[src/rtl/easyaxi_mst_wdata_sched.sv]
`default_nettype none
// ============================================================================
// Module   : easyaxi_mst_wdata_sched
// Purpose  : W-channel sequencer for the AXI write master. Accepted AW
//            requests are queued in handshake order; bursts are replayed
//            one at a time as W beats (address-derived data, strobes, last).
//            Each wlast handshake produces a one-cycle completion pulse that
//            carries the slot pointer of the finished burst.
// Ports    : aw_fire/aw_*        accepted AW request (push side)
//            aw_room             queue not full
//            axi_mst_w*          AXI W channel (master side)
//            wr_comp_vld/_ptr    completion pulse and slot pointer
//            busy                work queued or burst in flight
//            ovf_err             sticky: AW arrived while queue full
// Options  : EASYAXI_WSTRB_ALIGN_EN - size-aligned strobes (else all ones)
// Revision : 1.0 - initial release
// ============================================================================

`ifndef AXI_ADDR_W
`define AXI_ADDR_W 32
`endif
`ifndef AXI_LEN_W
`define AXI_LEN_W 8
`endif
`ifndef AXI_SIZE_W
`define AXI_SIZE_W 3
`endif
`ifndef AXI_BURST_W
`define AXI_BURST_W 2
`endif
`ifndef AXI_DATA_W
`define AXI_DATA_W 32
`endif
`ifndef AXI_USER_W
`define AXI_USER_W 8
`endif

module easyaxi_mst_wdata_sched #(
    parameter int OST_DEPTH   = 16,
    parameter int QUEUE_DEPTH = 8,
    localparam int PTR_W      = (OST_DEPTH == 1) ? 1 : $clog2(OST_DEPTH)
) (
    input  logic                      clk,
    input  logic                      rst_n,
    input  logic                      aw_fire,
    input  logic [PTR_W-1:0]          aw_ptr,
    input  logic [`AXI_ADDR_W-1:0]    aw_addr,
    input  logic [`AXI_LEN_W-1:0]     aw_len,
    input  logic [`AXI_SIZE_W-1:0]    aw_size,
    input  logic [`AXI_BURST_W-1:0]   aw_burst,
    output logic                      aw_room,
    output logic                      axi_mst_wvalid,
    input  logic                      axi_mst_wready,
    output logic [`AXI_DATA_W-1:0]    axi_mst_wdata,
    output logic [`AXI_DATA_W/8-1:0]  axi_mst_wstrb,
    output logic                      axi_mst_wlast,
    output logic [`AXI_USER_W-1:0]    axi_mst_wuser,
    output logic                      wr_comp_vld,
    output logic [PTR_W-1:0]          wr_comp_ptr,
    output logic                      busy,
    output logic                      ovf_err
);

    localparam int ADDR_W = `AXI_ADDR_W;
    localparam int LEN_W  = `AXI_LEN_W;
    localparam int SIZE_W = `AXI_SIZE_W;
    localparam int BRST_W = `AXI_BURST_W;
    localparam int DATA_W = `AXI_DATA_W;
    localparam int USER_W = `AXI_USER_W;
    localparam int STRB_W = DATA_W / 8;
    localparam int QA_W   = $clog2(QUEUE_DEPTH);

    localparam logic [0:0] S_IDLE  = 1'b0;
    localparam logic [0:0] S_BURST = 1'b1;

    // Queue storage (no reset needed: validity is tracked by the pointers)
    logic [PTR_W-1:0]  r_q_ptr   [QUEUE_DEPTH];
    logic [ADDR_W-1:0] r_q_addr  [QUEUE_DEPTH];
    logic [LEN_W-1:0]  r_q_len   [QUEUE_DEPTH];
    logic [SIZE_W-1:0] r_q_size  [QUEUE_DEPTH];
    logic [BRST_W-1:0] r_q_burst [QUEUE_DEPTH];

    logic [QA_W:0]     r_wr_ptr, r_rd_ptr;
    logic [0:0]        r_state, w_state_nxt;
    logic [PTR_W-1:0]  r_cur_ptr;
    logic [ADDR_W-1:0] r_cur_addr;
    logic [LEN_W-1:0]  r_cur_len;
    logic [SIZE_W-1:0] r_cur_size;
    logic [BRST_W-1:0] r_cur_burst;
    logic [LEN_W-1:0]  r_beat_cnt;
    logic              r_comp_vld;
    logic [PTR_W-1:0]  r_comp_ptr;
    logic              r_ovf;

    logic              w_full, w_empty, w_push, w_pop;
    logic              w_beat_hs, w_last;
    logic [ADDR_W-1:0] w_step, w_bound, w_next_addr;

    // Extra wrap bit distinguishes full from empty when low bits match
    assign w_full    = (r_wr_ptr[QA_W] != r_rd_ptr[QA_W]) &&
                       (r_wr_ptr[QA_W-1:0] == r_rd_ptr[QA_W-1:0]);
    assign w_empty   = (r_wr_ptr == r_rd_ptr);
    // A pop in the same cycle never frees room for a push into a full queue
    assign w_push    = aw_fire & ~w_full;
    assign w_last    = (r_state == S_BURST) && (r_beat_cnt == r_cur_len);
    assign w_beat_hs = axi_mst_wvalid & axi_mst_wready;

    // ---------------- next-state process ----------------
    always_comb begin
        w_state_nxt = r_state;
        w_pop       = 1'b0;
        case (r_state)
            S_IDLE: begin
                if (!w_empty) begin
                    w_pop       = 1'b1;
                    w_state_nxt = S_BURST;
                end
            end
            S_BURST: begin
                if (w_beat_hs && w_last) begin
                    // Chain straight into the next burst when one is waiting
                    if (!w_empty) w_pop = 1'b1;
                    else          w_state_nxt = S_IDLE;
                end
            end
            default: w_state_nxt = S_IDLE;
        endcase
    end

    // ---------------- state register ----------------
    always_ff @(posedge clk or negedge rst_n) begin
        if (!rst_n) r_state <= S_IDLE;
        else        r_state <= w_state_nxt;
    end

    // ---------------- beat address generation ----------------
    always_comb begin
        w_step  = ADDR_W'(1) << r_cur_size;
        w_bound = (ADDR_W'(r_cur_len) + ADDR_W'(1)) << r_cur_size;
        case (r_cur_burst)
            2'b00:   w_next_addr = r_cur_addr;
            2'b10:   w_next_addr = (r_cur_addr & ~(w_bound - ADDR_W'(1))) |
                                   ((r_cur_addr + w_step) & (w_bound - ADDR_W'(1)));
            default: w_next_addr = r_cur_addr + w_step;
        endcase
    end

    // ---------------- queue and burst datapath ----------------
    always_ff @(posedge clk) begin
        if (w_push) begin
            r_q_ptr  [r_wr_ptr[QA_W-1:0]] <= aw_ptr;
            r_q_addr [r_wr_ptr[QA_W-1:0]] <= aw_addr;
            r_q_len  [r_wr_ptr[QA_W-1:0]] <= aw_len;
            r_q_size [r_wr_ptr[QA_W-1:0]] <= aw_size;
            r_q_burst[r_wr_ptr[QA_W-1:0]] <= aw_burst;
        end
    end

    always_ff @(posedge clk or negedge rst_n) begin
        if (!rst_n) begin
            r_wr_ptr    <= '0;
            r_rd_ptr    <= '0;
            r_cur_ptr   <= '0;
            r_cur_addr  <= '0;
            r_cur_len   <= '0;
            r_cur_size  <= '0;
            r_cur_burst <= '0;
            r_beat_cnt  <= '0;
            r_comp_vld  <= 1'b0;
            r_comp_ptr  <= '0;
            r_ovf       <= 1'b0;
        end else begin
            if (w_push)            r_wr_ptr <= r_wr_ptr + 1'b1;
            if (aw_fire && w_full) r_ovf    <= 1'b1;
            if (w_pop) begin
                r_rd_ptr    <= r_rd_ptr + 1'b1;
                r_cur_ptr   <= r_q_ptr  [r_rd_ptr[QA_W-1:0]];
                r_cur_addr  <= r_q_addr [r_rd_ptr[QA_W-1:0]];
                r_cur_len   <= r_q_len  [r_rd_ptr[QA_W-1:0]];
                r_cur_size  <= r_q_size [r_rd_ptr[QA_W-1:0]];
                r_cur_burst <= r_q_burst[r_rd_ptr[QA_W-1:0]];
                r_beat_cnt  <= '0;
            end else if (w_beat_hs && !w_last) begin
                r_beat_cnt  <= r_beat_cnt + 1'b1;
                r_cur_addr  <= w_next_addr;
            end
            r_comp_vld <= w_beat_hs & w_last;
            if (w_beat_hs && w_last) r_comp_ptr <= r_cur_ptr;
        end
    end

    // ---------------- output process ----------------
`ifdef EASYAXI_WSTRB_ALIGN_EN
    logic [15:0] w_lane_lo, w_lane_step, w_lane_hi;
    always_comb begin
        w_lane_lo   = 16'(r_cur_addr) & 16'(STRB_W - 1);
        w_lane_step = 16'(1) << r_cur_size;
        w_lane_hi   = (w_lane_lo & ~(w_lane_step - 16'd1)) + w_lane_step - 16'd1;
    end
`endif

    always_comb begin
        axi_mst_wvalid = (r_state == S_BURST);
        axi_mst_wlast  = w_last;
        axi_mst_wdata  = '0;
        axi_mst_wstrb  = '0;
        axi_mst_wuser  = '0;
        if (r_state == S_BURST) begin
            axi_mst_wdata = DATA_W'(r_cur_addr) ^ (DATA_W'(r_beat_cnt) << 24);
            axi_mst_wuser = USER_W'(r_cur_ptr);
`ifdef EASYAXI_WSTRB_ALIGN_EN
            for (int i = 0; i < STRB_W; i++) begin
                axi_mst_wstrb[i] = (16'(i) >= w_lane_lo) && (16'(i) <= w_lane_hi);
            end
`else
            axi_mst_wstrb = '1;
`endif
        end
    end

    assign aw_room     = ~w_full;
    assign wr_comp_vld = r_comp_vld;
    assign wr_comp_ptr = r_comp_ptr;
    assign busy        = ~w_empty | (r_state == S_BURST);
    assign ovf_err     = r_ovf;

endmodule

`default_nettype wire
[config.mk]
export PLATFORM = sky130hd
export DESIGN_NAME = easyaxi_mst_wdata_sched
export DESIGN_NICKNAME = d
export VERILOG_FILES = /design/src/rtl/easyaxi_mst_wdata_sched.sv
export SDC_FILE = /design/constraint.sdc
export NUM_CORES = 1
export LEC_CHECK = 0
export CAP_MARGIN = 0
export CELL_PAD_IN_SITES_DETAIL_PLACEMENT = 0
export CELL_PAD_IN_SITES_GLOBAL_PLACEMENT = 1
export CORE_ASPECT_RATIO = 0.7
export CORE_MARGIN = 8
export CORE_UTILIZATION = 45
export DETAILED_ROUTE_END_ITERATION = 10
export GPL_TIMING_DRIVEN = 0
export HOLD_SLACK_MARGIN = 0.1
export PLACE_DENSITY_LB_ADDON = 0.12
export SLEW_MARGIN = 20
export SYNTH_ARGS = -nofsm -noshare
export SYNTH_HDL_FRONTEND = slang
export SYNTH_SLANG_ARGS = --single-unit
[constraint.sdc]
create_clock -name clk -period 9.26 [get_ports clk]
set_clock_uncertainty 0.05 [all_clocks]
set_input_delay 1.389 -clock clk [delete_from_list [all_inputs] [get_ports clk]]
set_output_delay 1.389 -clock clk [all_outputs]
set_load 0.01 [all_outputs]
==> results.ini <==
[worst_setup_path]
cp_cell_sequence=clkbuf_1 -> clkbuf_1 -> clkbuf_1 -> nor2_1 -> ha_1 -> inv_1 -> fa_1 -> nor2b_1 -> o21ai_0 -> a21o_1 -> a211o_1 -> nor3_1 -> nand4_1 -> a2bb2oi_1 -> buf_4 -> o211ai_1 -> o311ai_0
critical_path.most_common_cell=sky130_fd_sc_hd__clkbuf_1
start_kind=flop
crit_path_max_fanout=10
critical_path_buf_inv_count=5
critical_path.max_stage_delay_ns=0.73
critPathRequiredTime_ns=9.66
criticalPathCategory=reg2reg
type_of_element_capturing_the_critical_path=flop
slowest_stage=sky130_fd_sc_hd__a2bb2oi_1
critPathArrivalTime_ns=4.97
depth_of_the_most_critical_reg_to_reg_path=17
worstSetupPathDepth=17
critPathTopFamily=compound AO/OA/AOI/OAI gates

[cts]
tritoncts.num_buffers=46
ctsHoldBuffers=0
post-cts-setup-buffers=0
clk-insertion-delay-late_ns=0.57
htree_levels=2
tritoncts_clock_tree=yes
worst_setup_hold_path_clk_slew_ns=0.07
sinks_on_the_clock_net=464
clock-root-buffer=sky130_fd_sc_hd__clkbuf_16
cts_resized=0
max-clock-path-buffers=3

[global_routing]
global_route.overflow_total=0
vias_in_the_first_global_route=12200
grt_util_all_layers=0.197
grt_start_max_net_pins=52
antenna_violations_before_repair=1
grt_pass1_wl_mm=79.0

[synthesis]
synth.yosys.seq_area_share=0.668
synth_cell_type_count=79
ys_top_cells_by_area=sky130_fd_sc_hd__edfxtp_1 (58%), sky130_fd_sc_hd__mux4_2 (11%), sky130_fd_sc_hd__dfrtp_1 (8.9%)
syn_area_per_cell_um2=15.9
syn_area_mm2=0.0203
synth-warning-count=0
netlist.top_cell.by_area=sky130_fd_sc_hd__edfxtp_1
synth-edff-count=392
async_reset_ff_frac=0.155
syn_inst=1280
synth_top_cell_area_share=0.579
synth-main-ff-cell=sky130_fd_sc_hd__edfxtp_1
post_synthesis_register_bit_count=464

[worst_hold_path]
worst_hold_path.num_cells=2
worst_hold_check_path_type=reg2reg

[cells_and_area]
fin_util=0.538
antenna_cells_inserted=0
fin_nets=1534
layout-area-overhead-vs-synth_pct=18.6
drive_above_1_share=0.174
layout_common_cells=sky130_fd_sc_hd__edfxtp_1 (392), sky130_fd_sc_hd__clkdlybuf4s50_1 (101), sky130_fd_sc_hd__mux4_2 (98)
layout_commonest_cell=sky130_fd_sc_hd__edfxtp_1

[detailed_routing]
route.detailed.drc=0
vias_per_cell=5.65
vias=11900
detail_route.wirelength_mm=52.6
route.detailed.wl_per_inst_um=25.0
final_antenna_net_count=0
detailedRoute.firstPassIterationCount=7
drt-initial-drc-count=1187

[placed_design]
routabilityCongestion=0.869
place.detailed.hpwl_mm=36.8
port-buffer-count=102
preCtsSetupSlack_ns=4.78

[run_status]
outcome=finished clean

[timing]
fmax_mhz=219
setup_total_negative_slack_ns=0
final_min_period_over_clock_period=0.493
hold_slack_ns=0.423
final-max-slew-violation-count=0
post-route-worst-setup-slack_ns=4.69
period_needed_ns=4.57
max_slew_margin=0.290
worst-slew-pin-transition_ns=1.07
number_of_hold_violations_in_the_final_report=0
rsz0062_at_grt=false
setup_violations=0

[pwr]
p_sw_frac=0.256
power_report.internal_total_mw=3.86
power_frac_comb=0.147
max-vdd-ir-drop_v=0.000156
total_switching_power_mw=1.32
total_leakage_power_nw=8.12
cellPowerDensity_mw_per_mm2=215
sequential_cell_fraction_of_total_power=0.516
clock_power_share=0.337
total_power_mw=5.18

[flow_run]
cap_violations=0

[floorplan]
die-height_um=194
die-area_mm2=0.0523
placementRows=65
core_area_mm2=0.0448
num_io_pins=107
floorplan.initialDensity=0.453
die_x_um=270

## worst reg2reg max path, cell delays in order (launching register included)
cell and delay [ns]:
sky130_fd_sc_hd__dfrtp_1 0.32, sky130_fd_sc_hd__clkbuf_1 0.29, sky130_fd_sc_hd__clkbuf_1 0.45, sky130_fd_sc_hd__clkbuf_1 0.43
sky130_fd_sc_hd__nor2_1 0.15, sky130_fd_sc_hd__ha_1 0.24, sky130_fd_sc_hd__inv_1 0.07, sky130_fd_sc_hd__fa_1 0.20
sky130_fd_sc_hd__nor2b_1 0.06, sky130_fd_sc_hd__o21ai_0 0.24, sky130_fd_sc_hd__a21o_1 0.19, sky130_fd_sc_hd__a211o_1 0.24
sky130_fd_sc_hd__nor3_1 0.08, sky130_fd_sc_hd__nand4_1 0.12, sky130_fd_sc_hd__a2bb2oi_1 0.73, sky130_fd_sc_hd__buf_4 0.32
sky130_fd_sc_hd__o211ai_1 0.11, sky130_fd_sc_hd__o311ai_0 0.15
## per-layer routing
layer / vias to the layer above / wire length [um] / GRT usage
met1: 6138 / 25500 / 0.302
met5: - / 10 / 0
met3: 66 / 3020 / 0.0404
met4: 2 / 1020 / 0.0452
met2: 317 / 23100 / 0.288
li1: 5379 / - / -
## logic make-up after synthesis
family | count (synthesis) | share of synthesized area
compound gates | 173 | 0.0602
xor+xnor | 51 | 0.0220
fa+ha+maj | 15 | 0.00961
buf+inv | 98 | 0.0214
flops | 464 | 0.668
mux | 150 | 0.135
other cells | 1 | 0.000185
simple gates | 328 | 0.0836
## final timing paths
kind	startpoint	endpoint	slack [ns]
min	wr_comp_ptr[3]	wr_comp_ptr[3]	0.42
min in group asynchronous	rst_n	r_cur_size[2]	0.67
max reg2reg	r_cur_size[2]	flop	4.69
max	r_cur_size[2]	flop	4.69
min reg2reg	wr_comp_ptr[3]	wr_comp_ptr[3]	0.42
max in group asynchronous	rst_n	r_cur_len[6]	7.87
## final cells by class
type	instances	area [um^2]
well taps	603	754
multi-input cells	721	6370
clock buffers	63	1240
inverters	14	52.6
clock inverters	21	144
plain buffers	84	388
flip-flops and latches	464	13600
fillers	3635	20700
repair buffers	135	1560
## cell usage after synthesis, drive strengths merged, types with 14 or more instances
library cell	n
xnor2	29
nand2	76
nor2	78
o21ai	25
nand3	19
o211ai	18
a31oi	15
a21oi	45
nand4	16
and2	42
xor2	22
mux2i	44
edfxtp	392
nor2b	21
ha	14
clkbuf	42
mux4	98
nor3	16
buf	42
dfrtp	72
a211oi	18
## per-stage QoR
stage	std cells	area, um^2
detailed placement	2021	22700
CTS	2105	24100
global placement	1988	22100
global route	2105	24100
finish	2105	24100
floorplan	1283	20300
## power groups by stage
stage                     Sequential (mW)  Combinational (mW)  Clock (mW)
after floorplan                      2.71               0.351           0
after global routing                 2.70               0.814        1.86
after detailed placement             2.72               0.768           0
after CTS                            2.68               0.771        1.78
final                                2.67               0.759        1.75
after global placement               2.76               0.635           0
## registers in the layout, indices dropped and copies added (netlist names), named ones only
signal          flops
r_q_len            64
r_q_ptr            32
r_cur_ptr           4
r_cur_burst         2
wr_comp_ptr         4
r_q_burst          16
r_beat_cnt          8
r_wr_ptr            4
r_cur_size          3
r_q_size           24
axi_mst_wvalid      1
ovf_err             1
wr_comp_vld         1
r_rd_ptr            4
r_cur_len           8
r_q_addr          256
Power figures use the tool's default switching activity.
